### config.mk
export PLATFORM = sky130hd
export DESIGN_NAME = clave_sequencer
export DESIGN_NICKNAME = d
export VERILOG_FILES = /design/src/rtl/clave_pkg.sv /design/src/rtl/tick_prescaler.sv /design/src/rtl/clave_sequencer.sv
export SDC_FILE = /design/constraint.sdc
export NUM_CORES = 1
export LEC_CHECK = 0
export ABC_AREA = 1
export BUFFER_PORTS_ARGS = -buffer_cell sky130_fd_sc_hd__clkbuf_2
export CAP_MARGIN = 0
export CORE_ASPECT_RATIO = 0.5
export CORE_UTILIZATION = 61
export DETAILED_ROUTE_END_ITERATION = 12
export PLACE_DENSITY = 0.9
export SYNTH_ARGS = -nofsm -noshare
export SYNTH_HDL_FRONTEND = slang
export SYNTH_SLANG_ARGS = --single-unit
export TNS_END_PERCENT = 10
### constraint.sdc
create_clock -name clk -period 3.4 [get_ports clk]
set_clock_uncertainty 0.2 [all_clocks]
set_input_delay 0.34 -clock clk [delete_from_list [all_inputs] [get_ports clk]]
set_output_delay 0.34 -clock clk [all_outputs]
set_load 0.01 [all_outputs]
### src/rtl/clave_pkg.sv
// Shared types and constants for the clave pattern sequencer.
package clave_pkg;

    typedef enum logic [2:0] {
        ST_IDLE,
        ST_CLEAR,
        ST_RUN,
        ST_HOLD,
        ST_WRAP
    } state_t;

    localparam int unsigned NUM_BEATS       = 5;
    localparam logic [12:0] BAR_LEN_DEFAULT = 13'd6600;

    // Count positions of the five clave hits within one bar.
    localparam logic [12:0] BEAT_POS [NUM_BEATS] = '{
        13'd0, 13'd1200, 13'd2400, 13'd4000, 13'd4800
    };

    // Position of hit idx; zero for indices past the last hit.
    function automatic logic [12:0] beat_pos(input logic [2:0] idx);
        logic [12:0] pos;
        pos = '0;
        for (int unsigned i = 0; i < NUM_BEATS; i++) begin
            if (idx == 3'(i)) pos = BEAT_POS[i];
        end
        return pos;
    endfunction

endpackage

### src/rtl/tick_prescaler.sv
// Free-running divider: counts 0..TICK_DIV-1 while run is high, holds otherwise.
module tick_prescaler #(
    parameter int unsigned TICK_DIV = 5000
) (
    input  logic clk,
    input  logic reset,
    input  logic clear,
    input  logic run,
    output logic tick
);

    localparam int unsigned PW = $clog2(TICK_DIV);
    localparam logic [PW-1:0] LAST = PW'(TICK_DIV - 1);

    logic [PW-1:0] cnt_q;
    logic [PW-1:0] cnt_d;

    // Next prescaler value: clear wins, otherwise wrap at LAST while running.
    always_comb begin
        cnt_d = cnt_q;
        if (clear) begin
            cnt_d = '0;
        end else if (run) begin
            cnt_d = (cnt_q == LAST) ? '0 : cnt_q + PW'(1);
        end
    end

    assign tick = run && !clear && (cnt_q == LAST);

    // Prescaler register.
    always_ff @(posedge clk) begin
        if (reset) cnt_q <= '0;
        else       cnt_q <= cnt_d;
    end

endmodule

### src/rtl/clave_sequencer.sv
// Plays a five-hit clave pattern against an external bar counter.
module clave_sequencer
    import clave_pkg::*;
#(
    parameter int unsigned       TICK_DIV = 5000,
    parameter int unsigned       CNT_W    = 13,
    parameter logic [CNT_W-1:0]  BAR_LEN  = CNT_W'(BAR_LEN_DEFAULT)
) (
    input  logic             clk,
    input  logic             reset,
    input  logic             start,
    input  logic             stop,
    input  logic             pause,
    input  logic [7:0]       num_bars,
    input  logic [CNT_W-1:0] cnt_value,
    output logic             cnt_clear,
    output logic             cnt_en,
    output logic             beat,
    output logic [2:0]       beat_idx,
    output logic             bar_done,
    output logic             done,
    output logic [7:0]       bars_played,
    output logic             busy
);

    state_t     state_q, state_d;
    logic [7:0] num_bars_q, num_bars_d;
    logic [7:0] bars_played_q, bars_played_d;
    logic [2:0] beat_ptr_q, beat_ptr_d;
    logic       cnt_clear_q, cnt_clear_d;
    logic       cnt_en_q, cnt_en_d;
    logic       beat_q, beat_d;
    logic [2:0] beat_idx_q, beat_idx_d;
    logic       bar_done_q, bar_done_d;
    logic       done_q, done_d;

    logic       presc_clear;
    logic       presc_run;
    logic       tick;
    logic [7:0] bp_inc;
    logic       beat_hit;

    // The prescaler only advances in RUN cycles that stay in RUN, so a pause
    // freezes it at the exact phase where the request was sampled.
    assign presc_clear = (state_q == ST_CLEAR);
    assign presc_run   = (state_q == ST_RUN) && !pause && !stop;

    tick_prescaler #(.TICK_DIV(TICK_DIV)) u_prescaler (
        .clk   (clk),
        .reset (reset),
        .clear (presc_clear),
        .run   (presc_run),
        .tick  (tick)
    );

    assign bp_inc   = (bars_played_q == 8'hFF) ? 8'hFF : bars_played_q + 8'd1;
    assign beat_hit = ((state_q == ST_RUN) || (state_q == ST_HOLD))
                   && (beat_ptr_q < 3'(NUM_BEATS))
                   && (cnt_value == CNT_W'(beat_pos(beat_ptr_q)));

    // Next-state and registered-output decode; stop overrides everything last.
    always_comb begin
        state_d       = state_q;
        num_bars_d    = num_bars_q;
        bars_played_d = bars_played_q;
        beat_ptr_d    = beat_ptr_q;
        beat_idx_d    = beat_idx_q;
        cnt_clear_d   = 1'b0;
        cnt_en_d      = 1'b0;
        beat_d        = 1'b0;
        bar_done_d    = 1'b0;
        done_d        = 1'b0;

        case (state_q)
            ST_IDLE: begin
                if (start && !stop) begin
                    state_d       = ST_CLEAR;
                    num_bars_d    = num_bars;
                    bars_played_d = '0;
                    cnt_clear_d   = 1'b1;
                end
            end
            ST_CLEAR: begin
                state_d    = ST_RUN;
                beat_ptr_d = '0;
            end
            ST_RUN: begin
                if (cnt_value == BAR_LEN) begin
                    state_d       = ST_WRAP;
                    bar_done_d    = 1'b1;
                    bars_played_d = bp_inc;
                    done_d        = (num_bars_q != 8'd0) && (bp_inc == num_bars_q);
                end else if (pause) begin
                    state_d = ST_HOLD;
                end
                cnt_en_d = tick && (cnt_value < BAR_LEN);
            end
            ST_HOLD: begin
                if (!pause) state_d = ST_RUN;
            end
            ST_WRAP: begin
                if (done_q) begin
                    state_d = ST_IDLE;
                end else begin
                    state_d     = ST_CLEAR;
                    cnt_clear_d = 1'b1;
                end
            end
            default: state_d = ST_IDLE;
        endcase

        if (beat_hit) begin
            beat_d     = 1'b1;
            beat_idx_d = beat_ptr_q;
            beat_ptr_d = beat_ptr_q + 3'd1;
        end

        if (stop && (state_q != ST_IDLE)) begin
            state_d       = ST_IDLE;
            bars_played_d = bars_played_q;
            cnt_clear_d   = 1'b0;
            cnt_en_d      = 1'b0;
            beat_d        = 1'b0;
            bar_done_d    = 1'b0;
            done_d        = 1'b0;
        end
    end

    // State and output registers with synchronous reset.
    always_ff @(posedge clk) begin
        if (reset) begin
            state_q       <= ST_IDLE;
            num_bars_q    <= '0;
            bars_played_q <= '0;
            beat_ptr_q    <= '0;
            cnt_clear_q   <= 1'b0;
            cnt_en_q      <= 1'b0;
            beat_q        <= 1'b0;
            beat_idx_q    <= '0;
            bar_done_q    <= 1'b0;
            done_q        <= 1'b0;
        end else begin
            state_q       <= state_d;
            num_bars_q    <= num_bars_d;
            bars_played_q <= bars_played_d;
            beat_ptr_q    <= beat_ptr_d;
            cnt_clear_q   <= cnt_clear_d;
            cnt_en_q      <= cnt_en_d;
            beat_q        <= beat_d;
            beat_idx_q    <= beat_idx_d;
            bar_done_q    <= bar_done_d;
            done_q        <= done_d;
        end
    end

    assign cnt_clear   = cnt_clear_q;
    assign cnt_en      = cnt_en_q;
    assign beat        = beat_q;
    assign beat_idx    = beat_idx_q;
    assign bar_done    = bar_done_q;
    assign done        = done_q;
    assign bars_played = bars_played_q;
    assign busy        = (state_q != ST_IDLE);

endmodule

==> results of run 1 <==
## critical path, stage by stage, from the launching register on
cell     delay, ns
dfxtp_1       0.56
inv_4         0.11
ha_1          0.28
a21oi_1       0.19
nand2_1       0.08
nand2_1       0.06
nand2_1       0.09
nor2_4        0.18
nand4_4       0.15
o21ai_1       0.17
nor2_1        0.06
## cell type report
| type | instances | area [µm²] | area share |
|---|---|---|---|
| clock buffer | 7 | 96.3 | 0.0322 |
| clock inverter | 1 | 7.51 | 0.00251 |
| inverter | 56 | 213 | 0.0710 |
| multi-input combinational | 286 | 1540 | 0.514 |
| sequential | 43 | 861 | 0.288 |
| tap | 54 | 67.6 | 0.0226 |
| timing repair buffer | 42 | 210 | 0.0702 |
## flip-flops by register name, indices dropped and copies added, names as in the netlist
signal / flops
bar_done: 1
bars_played: 8
done: 1
cnt_clear: 1
num_bars_q: 8
u_prescaler.cnt_q: 13
beat: 1
cnt_en: 1
beat_idx: 3
state_q: 3
beat_ptr_q: 3
## through the flow
stage / cells / worst slack, ns / power, µW
finish: 489 / 1.17 / 1170
global route: 489 / 1.02 / 1230
CTS: 489 / 1.23 / 1160
detailed placement: 481 / 1.24 / 809
global placement: 481 / 1.34 / 793
floorplan: 388 / 1.45 / 734
## where the power goes
group	total, µW	internal, µW	switching [µW]
logic	259	81.8	177
registers	548	529	19.4
clock network	361	185	176
total	1170	795	372
## layer usage
| layer | track usage | share of wire |
|---|---|---|
| met1 | 0.374 | 0.42 |
| met2 | 0.552 | 0.49 |
| met3 | 0.0597 | 0.069 |
| met4 | 0.111 | 0.021 |
| met5 | 0 | 0 |
## cell usage after synthesis
master / instances
o21ai_0: 11
clkbuf_2: 1
o22ai_1: 1
nand4_4: 1
nor2_2: 4
and3_2: 1
o21ai_2: 1
inv_2: 2
nor2_4: 4
nand3_1: 30
inv_4: 1
o311ai_0: 1
and2_1: 1
inv_1: 53
xor2_1: 7
nor2_1: 51
buf_2: 1
nor3_4: 1
a21oi_2: 1
nor3_2: 1
xnor2_1: 1
o21bai_1: 1
clkbuf_1: 1
a21oi_1: 34
nand4_2: 2
nand3_2: 3
nor3_1: 11
ha_1: 7
a41oi_1: 1
nand2_4: 3
o211ai_1: 2
nand3_4: 1
or2_2: 3
and3_1: 2
o21ai_1: 2
dfxtp_1: 43
nand2_2: 8
o2111ai_1: 1
nand2_1: 77
nand4_1: 11
## path summary, 6_finish.rpt
| check | startpoint | endpoint | slack (ns) | cells after the start |
|---|---|---|---|---|
| worst min register to register | beat_idx[0]$_SDFFE_PP0P_ | beat_idx[0]$_SDFFE_PP0P_ | 0.27 | 2 |
| worst max register to register | beat_ptr_q[2]$_SDFFE_PP0P_ | beat_idx[2]$_SDFFE_PP0P_ | 1.17 | 10 |
| worst max-delay path | beat_ptr_q[2]$_SDFFE_PP0P_ | beat_idx[2]$_SDFFE_PP0P_ | 1.17 | 10 |
| worst min-delay path | num_bars[0] | num_bars_q[0]$_SDFFE_PP0P_ | 0.07 | 3 |
## kinds of logic (layout without fill, tap and decap cells)
group	count (synthesis)	after routing
adder cells (fa/ha/maj)	7	7
buffers and inverters	59	106
flip-flops	43	43
AO/OA/AOI/OAI	56	56
AND/OR/NAND/NOR	215	215
XOR/XNOR	8	8
==> summary.md, run 1 <==
| Metric | Value |
|---|---|
| Setup TNS | `0 ns` |
| Share of cells above drive strength 1 | `0.200` |
| Skew-Pair Late Insertion Delay | `0.30 ns` |
| CTS resizes | `0` |
| Hold_buf cts | `0` |
| Outcome | `finished, final reports clean` |
| Post-Route WL | `6.74 mm` |
| Clock Path Buffers | `2` |
| Synthesis-stage register bit count | `43` |
| Synthesized area | `2630 µm²` |
| Seq/Total Area, Yosys | `0.328` |
| Period utilisation layout | `0.655` |
| H-Tree Depth | `2` |
| FMAX | `0.449 GHz` |
| Post-DRT Antenna Nets | `0` |
| Final cell utilization of the core | `0.748` |
| Die Y | `48.4 µm` |
| Post-Synth Simple-Gate Area | `0.409` |
| Initial antenna violation count | `0` |
| Leak | `0.00136 µW` |
| Synth warn | `0` |
| Area of the core | `4000 µm²` |
| First-pass GRT wire length | `11.2 mm` |
| Final Cell Area | `2990 µm²` |
| Max_cap viols | `0` |
| Mux contribution to synthesized area | `0` |
| Ant diodes | `0` |
| Worst-Margin Slew | `0.629 ns` |
| Ranking of synthesized cells by area | `dfxtp_1 33%, nand2_1 11%, inv_1 7.6%` |
| Crit path capture type | `flip-flop` |
| RSZ-0062 raised after global routing | `no` |
| Placed Area | `2890 µm²` |
| Min-delay worst type | `in -> reg` |
| FILL cells | `324` |
| Total CTS buffers | `5` |
| Max Slew Vio Count | `0` |
| Post-route DRC | `0` |
| Top-area cell type share of the netlist area | `0.328` |
| Worst EP required | `3.40 ns` |
| Synth cell types | `40` |
| Die area | `4590 µm²` |
| Largest net degree at the start of global routing | `16` |
| Hold Vio Cnt, Final | `0` |
| Setup Fix Bufs, Post-CTS | `0` |
| Drt wl/cell | `13.8 µm` |
| Grt ovf | `0` |
| Syn-to-layout area delta | `14.0%` |
| Final Critical Period | `2.23 ns` |
| Peak VDD IR | `265 µV` |
| Xor/xnor cell area share of the yosys netlist | `0.0267` |
| Critical Path Fanout Max | `7` |
| RePlAce Congestion | `0.898` |
| Most common cell after layout, fill and taps aside | `nand2_1` |
| Total Routing Usage GR | `0.311` |
| Root buffer cell | `clkbuf_8` |
| Crit Path Category | `reg -> reg` |
| Slew margin rel. | `0.580` |
| Syn Area/Cell | `6.77 µm²` |
| Synth area leader | `dfxtp_1` |
| Adder-Cell Fraction of Synth Area | `0.0333` |
| CTS tree | `yes` |
| DP Wirelength | `5.16 mm` |
| Die width | `94.8 µm` |
| Sink Count | `43` |
| Initial core utilization | `0.656` |
| Minimum hold slack | `0.0711 ns` |
| Via density | `5.69` |
| Vias in the first global route | `2580` |
| Row count | `16` |
| Crit path launch type | `flip-flop` |
| P per Cell Area | `390 nW/µm²` |
| Commonest non-fill, non-tap cells in the layout | `77 x nand2_1, 53 x inv_1, 51 x nor2_1` |
| Arrival @ worst endpoint | `2.23 ns` |
| Largest family of logic cells by synthesized area | `simple AND/OR/NAND/NOR gates` |
| Synth Instances | `388` |
| First-pass DRT Iterations | `5` |
| Nets | `467` |
| Io pins | `43` |
| Final setup vio count | `0` |
| Vias | `2781` |
| DRT iter0 DRCs | `157` |
| Mapped Nets | `421` |
| Clock transition at the registers of the reported paths | `0.08 ns` |
| Synth Area in Compound Gates | `0.117` |
| PortBufs | `42` |
Power figures use the tool's default switching activity.
==> run 2, diff against run 1 <==
ABC_AREA = 0   (was 1)
CORE_UTILIZATION = 56   (was 61)
PLACE_DENSITY = 0.85   (was 0.9)
clock period = 2.3 ns   (was 3.4 ns; I/O delays follow)
==> summary.md, run 2 <==
| Metric | Value |
|---|---|
| Max Slew Vio Count | `0` |
| Placed cell count | `413` |
| Synth cell types | `50` |
| FILL cells | `241` |
| Synthesis-stage register bit count | `43` |
| Crit path capture type | `flip-flop` |
| Die width | `96.3 µm` |
| Synth warn | `0` |
| DRT iter0 DRCs | `216` |
| Crit path launch type | `flip-flop` |
| Mapped Nets | `328` |
| Seq/Total Area, Yosys | `0.346` |
| Grt ovf | `0` |
| Initial antenna violation count | `0` |
| CTS tree | `yes` |
| Row count | `16` |
| Cells along the critical path | `buf_4 -> ha_4 -> nor3b_1 -> a21oi_1 -> xor2_1 -> nand2_1 -> nor4_2 -> buf_4 -> mux2i_1` |
| Hold Vio Cnt, Final | `0` |
| Flip-flop and latch area | `871 µm²` |
| Max reg flops | `13` |
| CP max-delay cell | `dfxtp_4` |
| Area of the core | `4080 µm²` |
| First-pass DRT Iterations | `7` |
| Io pins | `43` |
| Syn-to-layout area delta | `32.5%` |
| Min-delay worst type | `in -> reg` |
| Critical Path Fanout Max | `6` |
| Vias in the first global route | `2373` |
| H-Tree Depth | `2` |
| P per Cell Area | `431 nW/µm²` |
| Die area | `4730 µm²` |
| Asr flop ratio synth | `0` |
| Vias | `2529` |
| Top reg by flops | `u_prescaler.cnt_q` |
| Max_cap viols | `0` |
| Synth area leader | `dfxtp_1` |
| Sink Count | `43` |
| Fin cells | `430` |
| DP Wirelength | `4.21 mm` |
| Commonest non-fill, non-tap cells in the layout | `42 x clkbuf_2, 39 x dfxtp_1, 35 x buf_4` |
| Post-Route WL | `6.93 mm` |
| Share of cells above drive strength 1 | `0.324` |
| Crit Path Category | `reg -> reg` |
| Leak | `0.00130 µW` |
| Syn Area/Cell | `8.43 µm²` |
| Most frequent cell after synthesis | `dfxtp_1` |
| Largest net degree at the start of global routing | `20` |
| Via density | `5.88` |
| Worst EP required | `2.32 ns` |
| Ranking of synthesized cells by area | `dfxtp_1 35%, mux2i_1 6.4%, nor2_1 4.5%` |
| Crit path setup slack, layout | `-0.107 ns` |
| Nets | `408` |
| Synthesized area | `2490 µm²` |
| Synth cell count leaders | `43 x dfxtp_1, 30 x nor2_1, 24 x nand2_1` |
| First-pass GRT wire length | `10.6 mm` |
| Setup TNS | `-0.426 ns` |
| PortBufs | `42` |
| Top-area cell type share of the netlist area | `0.346` |
| Die Y | `49.1 µm` |
| Total Routing Usage GR | `0.292` |
| Main flop type after synthesis | `dfxtp_1` |
| Synth Instances | `295` |
| Worst-Margin Slew | `0.487 ns` |
| Top cell family by delay on the critical path | `simple AND/OR/NAND/NOR gates` |
| Slew margin rel. | `0.675` |
| Total CTS buffers | `5` |
| Minimum hold slack | `0.0660 ns` |
| Post-route DRC | `0` |
| Number of buffers and inverters on the critical path | `2` |
| Maximum single-stage delay on the critical path | `0.39 ns` |
| Number of synthesized flops with an enable pin | `0` |
| Final Critical Period | `2.41 ns` |
| Drt wl/cell | `16.1 µm` |
| Most common cell after layout, fill and taps aside | `clkbuf_2` |
| Skew-Pair Late Insertion Delay | `0.30 ns` |
| Root buffer cell | `clkbuf_8` |
| Area of the multi-input gates | `1700 µm²` |
| Peak VDD IR | `305 µV` |
| Post-DRT Antenna Nets | `0` |
| Outcome | `finished with violations` |
| Arrival @ worst endpoint | `2.42 ns` |
| FMAX | `0.415 GHz` |
| Period utilisation layout | `1.05` |
| Clock transition at the registers of the reported paths | `0.09 ns` |
| Most frequent CP cell | `buf_4` |
| RePlAce Congestion | `0.927` |
| Failing checks | `negative setup slack` |
| Ant diodes | `0` |
| Final setup vio count | `7` |
| Initial core utilization | `0.609` |
| RSZ-0062 raised after global routing | `yes` |
| Clock Path Buffers | `2` |
## run 2: worst min-delay path: cells and delay by family
family	cells	cell delay, ns
buf+inv	1	0.09
compound gates	2	0.21
## run 2: metrics by stage
step / instance area (µm²) / worst slack, ns / total power, µW / utilization
floorplan: 2520 / 0.00423 / 866 / -
global placement: 2960 / -0.0761 / 924 / 0.725
detailed placement: 2960 / -0.114 / 929 / 0.725
CTS: 3220 / 0.00269 / 1410 / 0.787
global route: 3300 / -0.208 / 1470 / 0.807
finish: 3300 / -0.107 / 1420 / 0.807
## run 2: routing by layer
layer | track usage | part of all wire | vias up | wire (µm)
met4 | 0.104 | 0.023 | 0 | 160
met3 | 0.0717 | 0.064 | 20 | 442
met5 | 0 | 0 | - | 0
met2 | 0.509 | 0.49 | 114 | 3370
met1 | 0.348 | 0.43 | 1184 | 2960
li1 | - | - | 1211 | -
## run 2: area by class of cell
cell class,instances,share of cell area
multi-input cells,234,0.515
flip-flops and latches,43,0.264
repair buffers,85,0.168
clock buffers,6,0.0220
well taps,54,0.0205
inverters,6,0.00683
clock inverters,2,0.00380
## run 2: kinds of logic (layout without fill, tap and decap cells)
logic type	Yosys count	count (layout)	share of synthesized area
buffers and inverters	18	99	0.0362
multiplexers	16	16	0.0644
AND/OR/NAND/NOR	140	140	0.321
XOR/XNOR	22	22	0.0775
AO/OA/AOI/OAI	49	49	0.120
adder cells (fa/ha/maj)	7	7	0.0352
flip-flops	43	43	0.346
## run 2: path summary, 6_finish.rpt
check / from / end / slack, ns / depth (start not counted)
setup / recovery: beat_ptr_q[1]$_SDFFE_PP0P_ / beat_ptr_q[0]$_SDFFE_PP0P_ / -0.11 / 9
hold / removal: start / state_q[0]$_SDFFE_PP0P_ / 0.07 / 3
hold reg to reg: beat_idx[1]$_SDFFE_PP0P_ / beat_idx[1]$_SDFFE_PP0P_ / 0.29 / 2
setup reg to reg: beat_ptr_q[1]$_SDFFE_PP0P_ / beat_ptr_q[0]$_SDFFE_PP0P_ / -0.11 / 9
## run 2: power breakdown
part           switching, µW  internal, µW  leakage, µW
registers               10.6           752     0.000350
logic                   92.5          78.8     0.000910
clock network            275           213    0.0000412
## run 2: what timing repair did
item,in CTS,in global routing
setup buffers,1,0
pin swaps,5,6
hold buffers,8,0
gates resized for setup,16,17
endpoints found under the setup margin,7,10
hold endpoints to repair,8,0
